--- src/rtl/line_clear.sv ---
// line_clear: removes full board rows, compacts the survivors downward and zero-fills the top
//   CLOCK_50, resetn       clock, async active-low reset
//   start                  one-cycle request for a clear pass (ignored while busy)
//   row_raddr / row_rdata  combinational board read port
//   row_we / row_waddr / row_wdata  board write port, one row per cycle
//   busy, done             pass in progress / one-cycle completion pulse
//   lines_cleared          rows removed by the last pass
//   total_lines            saturating running total of cleared rows
module line_clear #(
    parameter int COLS = 10,
    parameter int ROWS = 20
) (
    input  logic            CLOCK_50,
    input  logic            resetn,
    input  logic            start,
    output logic [4:0]      row_raddr,
    input  logic [COLS-1:0] row_rdata,
    output logic            row_we,
    output logic [4:0]      row_waddr,
    output logic [COLS-1:0] row_wdata,
    output logic            busy,
    output logic            done,
    output logic [2:0]      lines_cleared,
    output logic [7:0]      total_lines
);
    typedef enum logic [1:0] {S_IDLE, S_SCAN, S_FILL, S_DONE} state_t;
    localparam logic [4:0] LAST = 5'(ROWS - 1);
    state_t     state, state_nx;
    logic [4:0] src, src_nx, dst, dst_nx;
    logic [2:0] cnt, cnt_nx;
    logic       full;
    logic [8:0] sum;
    assign full = &row_rdata;
    assign busy = state != S_IDLE;
    assign done = state == S_DONE;
    assign sum  = {1'b0, total_lines} + 9'(cnt);
    always_comb begin
        state_nx  = state;
        src_nx    = src;
        dst_nx    = dst;
        cnt_nx    = cnt;
        row_raddr = '0;
        row_we    = 1'b0;
        row_waddr = '0;
        row_wdata = '0;
        case (state)
            S_IDLE: if (start) begin
                state_nx = S_SCAN;
                src_nx   = LAST;
                dst_nx   = LAST;
                cnt_nx   = '0;
            end
            S_SCAN: begin
                row_raddr = src;
                if (full) begin
                    cnt_nx = (cnt == 3'd7) ? cnt : cnt + 3'd1;
                end else begin
                    // a survivor already in place needs no write, but dst still advances
                    row_we    = dst != src;
                    row_waddr = dst;
                    row_wdata = row_rdata;
                    dst_nx    = dst - 5'd1;
                end
                if (src == '0) state_nx = (cnt != '0 || full) ? S_FILL : S_DONE;
                else src_nx = src - 5'd1;
            end
            S_FILL: begin
                row_we    = 1'b1;
                row_waddr = dst;
                if (dst == '0) state_nx = S_DONE;
                else dst_nx = dst - 5'd1;
            end
            S_DONE:  state_nx = S_IDLE;
            default: state_nx = S_IDLE;
        endcase
    end
    always_ff @(posedge CLOCK_50 or negedge resetn) begin
        if (!resetn) begin
            state         <= S_IDLE;
            src           <= '0;
            dst           <= '0;
            cnt           <= '0;
            lines_cleared <= '0;
            total_lines   <= '0;
        end else begin
            state <= state_nx;
            src   <= src_nx;
            dst   <= dst_nx;
            cnt   <= cnt_nx;
            if (state == S_DONE) begin
                lines_cleared <= cnt;
                total_lines   <= sum[8] ? 8'hFF : sum[7:0];
            end
        end
    end
endmodule
--- config.mk ---
export PLATFORM = sky130hd
export DESIGN_NAME = line_clear
export DESIGN_NICKNAME = d
export VERILOG_FILES = /design/src/rtl/line_clear.sv
export SDC_FILE = /design/constraint.sdc
export NUM_CORES = 1
export LEC_CHECK = 0
export ABC_AREA = 1
export CAP_MARGIN = 10
export CORE_UTILIZATION = 44
export DETAILED_ROUTE_END_ITERATION = 10
export GPL_ROUTABILITY_DRIVEN = 0
export GPL_TIMING_DRIVEN = 0
export PLACE_DENSITY = 0.77
export SLEW_MARGIN = 40
export SYNTH_ARGS = -nofsm -noshare
export SYNTH_HDL_FRONTEND = slang
export SYNTH_SLANG_ARGS = --single-unit
--- constraint.sdc ---
create_clock -name CLOCK_50 -period 1.5 [get_ports CLOCK_50]
set_input_delay 0.3 -clock CLOCK_50 [delete_from_list [all_inputs] [get_ports CLOCK_50]]
set_output_delay 0.3 -clock CLOCK_50 [all_outputs]
set_load 0.02 [all_outputs]
; Word level (Yosys, flattened, before mapping)
; Cells that the tools add are included.
[op_classes]
addsub = 4
eq_ne = 13
muxes = 23
n_reduce_logical = 13
[op_table]
columns = cell, count
row1 = 2-to-1 mux 5 bit, 6
row2 = 2-to-1 mux 10 bit, 2
row3 = case mux 5 bit (2 select lines), 2
row4 = inequality test 2 bit (second input constant), 8
row5 = case mux 5 bit (3 select lines), 1
row6 = zero test 5 bit, 2
row7 = AND reduction 10 bit, 1
row8 = subtractor 5 x 1 -> 5 bit (second input constant), 2
row9 = adder 8 x 3 -> 9 bit, 1
row10 = 2-to-1 mux 3 bit, 3
row11 = 2-to-1 mux 8 bit, 1
row12 = case mux 2 bit (4 select lines), 1
row13 = AND reduction 4 bit, 2
row14 = 2-to-1 mux 2 bit, 3
row15 = case mux 3 bit (2 select lines), 1
row16 = AND reduction 3 bit, 2
row17 = nonzero test 3 bit, 2
row18 = inequality test 5 bit, 1
row19 = equality test 2 bit (second input constant), 2
row20 = nonzero test 2 bit, 2
row21 = adder 3 x 1 -> 3 bit (second input constant), 1
row22 = equality test 3 bit (second input constant), 1
row23 = equality test 2 x 1 -> 1 bit (second input constant), 1
row24 = zero test 2 bit, 1
row25 = other kinds (3), 4
[totals]
regBits = 26
in_bits = 13
out_inout_bits = 34
wordCells = 59

; Longest topological paths before layout
[logic_depth]
depth_word = 5
depth_mapped = 10
depth_no_buf = 10

; Worst setup path after synthesis
; OpenSTA, ideal clock, no wires.
[synth_path]
path_type = register -> register
startpoint = register total_lines[0]
endpoint = register total_lines[6]
setup_ns = 0.122
arrival_time_ns = 1.556
required_time_ns = 1.378
setup_slack_ns = -0.178
stages_incl_launch_ff = 10
path_buffers = 0
period_less_slack_ns = 1.678
path_cell_list = dfrtp_1 ha_1 fa_1 nand2_1 nand2_1 inv_1 nor2_2 nand2_1 xor2_1 nand2_1
[synth_between]
elab_chain_cells = 2
[synth_rtl]
columns = item, line_no
row1 = "start, declared", 24  ; output logic [7:0] total_lines
row2 = "start signal, assigned", 92  ; total_lines <= sum[8] ? 8'hFF : sum[7:0];
row3 = adder 8 x 3 -> 9 bit, 36  ; assign sum = {1'b0, total_lines} + 9'(cnt);
row4 = 2-to-1 mux 8 bit, 92
; Every way passes these cells.
; A chain may end at the register's enable or synchronous reset.

; Final worst setup path
[layout_path]
startpoint = register state[1]
endpoint = output row_we
[layout_between]
elab_chain_cells = 2
elab_cells_between_ends = 3
classes_between = 2 x eq/ne / 1 x mux
[layout_rtl]
columns = item, line_no
row1 = "start, declared", 28  ; state_t state, state_nx;
row2 = "start signal, assigned", 86  ; state <= state_nx;
row3 = equality test 2 bit / equality test 2 x 1 -> 1 bit (equally long branches), 46  ; case (state)
row4 = case mux 1 bit (2 select lines) (*), 46
row5 = "end, declared", 18  ; output logic row_we,
; Mark *: on every way between the ends. The rest lies on a longest branch, timed or not.

==> qor.yml <==
final_layout_size_suffix_gt1_share_pct: 47.1
crit_type: "flip-flop to output port"
reg2reg_slack_ns: -0.21
powerDensity_nw_per_um2: 2220
status: "finished, violations left"
yosysWarnings: 0
post_drt_wl_per_cell_um: 15.7
cts_inserted_buffers: 3
hold_viol_final: 0
grt_max_degree: 27
avgSynthCellArea_um2: 6.94
io_buffers: 46
crit_start: "state[1]"
worstPathMaxFanout: 3
drv_cap: 0
synth_fp_nets: 288
synth_seq_cells: 26
worstHoldPathType: "primary input to async pin"
holdWs_ns: 0.0109
core_area_um2: 3800
reg2regPathDepth: 9
cts_sinks: 26
setup_viol: 44
fin_crit_sh_pct: 124
worstMarginPinSlew_ns: 0.596
slew_violations: 0
synth_top_area_cell: "dfrtp_1"
drt_iter0_drc: 94
holdBufCountCts: 0
fin_ws_ns: -0.366
clk_latency_ns: 0.28
period_minus_slack_ns: 1.87
antenna_found_initial: 0
ant_nets: 0
leakagePower_nw: 1.59
max_freq_mhz: 536
fin_skew_ns: 0.00548
critPathArrivalTime_ns: 1.57
num_rows: 22
grt_usage_pct: 25.7
rr_startpoint: "state[0]"
cp-endpoint: "row_we"
grt_pass1_wl_mm: 8.47
netlist-cell-type-count: 27
via_per_inst: 5.31
initial_utilization_pct: 47.7
ioPinCount: 47
synth_cells: 261
synth_top_cells_by_area: "dfrtp_1, nand2_1, ha_1, inv_1, nor2_1"
vias: 2070
clockBufferDepth: 2
finalWirelength_mm: 6.14
die_h_um: 66.1
synth_top_cell_area_share_pct: 35.9
firstDrtPassIters: 4
cts_tree: "built"
worstSetupStartpointType: "flip-flop"
clockRootBuffer: "clkbuf_8"
drc_errors: 0
first_global_vias: 1888
syn_area_um2: 1810
yosysSeqAreaShare_pct: 35.9
regToRegEndpoint: "dst[0]"
die_w_um: 66.1
ir_drop_uv: 1550
path_clk_slew_ns: 0.10
cp-end-kind: "output port"
cp.required_ns: 1.20
n_fill_cell: 225
grt_overflow: 0
violations: "setup timing"
die_area_um2: 4380
dp_hpwl_mm: 3.20
nets: 370
rsz0062_at_grt: "true"
slew_headroom_pct: 60.3
htreeDepth: 1
area_delta_synth_final_pct: 69.5
final_core_util_pct: 80.8
num_antenna_cells: 0
logic make-up after synthesis:
logic type | count (synthesis) | share of synthesized area [%]
adders and majority gates | 14 | 10.1
AOI/OAI and AO/OA | 23 | 6.84
and+or+nand+nor | 148 | 35.3
buffers and inverters | 46 | 9.88
DFF | 26 | 35.9
xor gates and xnor gates | 4 | 1.93
cell usage after synthesis:
library cell  instances
xor2_1                4
ha_1                 13
o21ai_2               1
nand3b_1              1
inv_1                41
or2_2                 2
nand4_1               2
dfrtp_1              26
nor2_4                1
buf_4                 1
nor2_2                2
buf_2                 2
fa_1                  1
o21ai_1               7
nor3_1                2
nand3_2               1
nand2_2               4
nand3_1              20
inv_2                 2
nand2_1              74
o211ai_1              2
or2_0                 1
a21oi_1               3
nand4_2               1
o21ai_0              10
nor2_1               36
and3_1                1
routing by layer:
| metal | GRT usage (%) | routed length, µm | up-vias |
|---|---|---|---|
| li1 | - | - | 977 |
| met1 | 30.9 | 2450 | 987 |
| met2 | 46.4 | 3200 | 79 |
| met3 | 3.62 | 248 | 27 |
| met4 | 8.24 | 242 | 0 |
| met5 | 0 | 0 | - |
stage by stage:
step / setup TNS (ns) / cells / worst slack [ns] / cell area, µm² / total power, W
global placement: -23.14 / 355 / -0.856 / 2450 / 0.00452
CTS: -6.58 / 380 / -0.361 / 2900 / 0.00605
detailed placement: -17.40 / 355 / -0.858 / 2450 / 0.00461
finish: -8.20 / 390 / -0.366 / 3070 / 0.00682
floorplan: -0.107 / 261 / -0.0508 / 1930 / 0.00354
global route: -10.42 / 390 / -0.392 / 3070 / 0.00721
final cells by class:
cell class | instances | area, µm² | area share, %
Tap cell | 48 | 60.1 | 1.96
Sequential cell | 26 | 657 | 21.4
Buffer | 2 | 26.3 | 0.856
Multi-Input combinational cell | 189 | 1340 | 43.6
Clock buffer | 3 | 41.3 | 1.35
Timing Repair Buffer | 78 | 739 | 24.1
Inverter | 43 | 176 | 5.75
Clock inverter | 1 | 30.0 | 0.979
power breakdown:
| part | switching, W | total (W) | internal, W |
|---|---|---|---|
| sequential | 0.000301 | 0.00126 | 0.000956 |
| clock | 0.000244 | 0.000601 | 0.000358 |
| combinational | 0.00282 | 0.00496 | 0.00214 |
what timing repair did:
item | in CTS | in global routing
endpoints found under the setup margin | 48 | 46
cloned | 1 | 0
setup buffers | 20 | 13
resized for setup | 226 | 63
pin swaps | 16 | 17
cells in the final DEF, fill, tap and decap left out, types with 3 or more instances in the layout:
| cell | count |
|---|---|
| nand2_2 | 15 |
| o21ai_0 | 7 |
| inv_1 | 25 |
| clkbuf_8 | 3 |
| nand3_1 | 15 |
| o21ai_1 | 8 |
| nor2_2 | 3 |
| buf_6 | 32 |
| dfrtp_1 | 21 |
| dlygate4sd2_1 | 10 |
| inv_2 | 12 |
| buf_2 | 3 |
| nand2_4 | 8 |
| ha_1 | 7 |
| nand2_1 | 54 |
| xor2_1 | 4 |
| ha_4 | 4 |
| nor2_1 | 18 |
| dfrtp_2 | 5 |
| inv_4 | 6 |
| buf_4 | 27 |
| nor2_4 | 18 |
| nand3_2 | 5 |
how the worst min path moves through the flow:
stage                       endpoint   start  slack (ns)  depth (start not counted)
detailed placement    total_lines[1]  resetn        0.33                          1
finish              lines_cleared[2]  resetn        0.01                          1
global placement              dst[1]  dst[1]        0.46                          2
floorplan                     cnt[0]  resetn       0.004                          0
CTS                   total_lines[1]  resetn        0.01                          1
global route        lines_cleared[2]  resetn        0.05                          1
state kept, by name, summed over array words and instances (netlist names):
| name | cells |
|---|---|
| cnt | 3 |
| dst | 5 |
| lines_cleared | 3 |
| src | 5 |
| state | 2 |
| total_lines | 8 |
worst max-delay path, cell delays in order (launching register included):
cell     delay (ns)
dfrtp_2        0.48
ha_4           0.20
inv_4          0.05
nand2_2        0.06
a21oi_2        0.13
and3_4         0.21
nor2_4         0.04
buf_6          0.12
(Power assumes the default switching activity.)
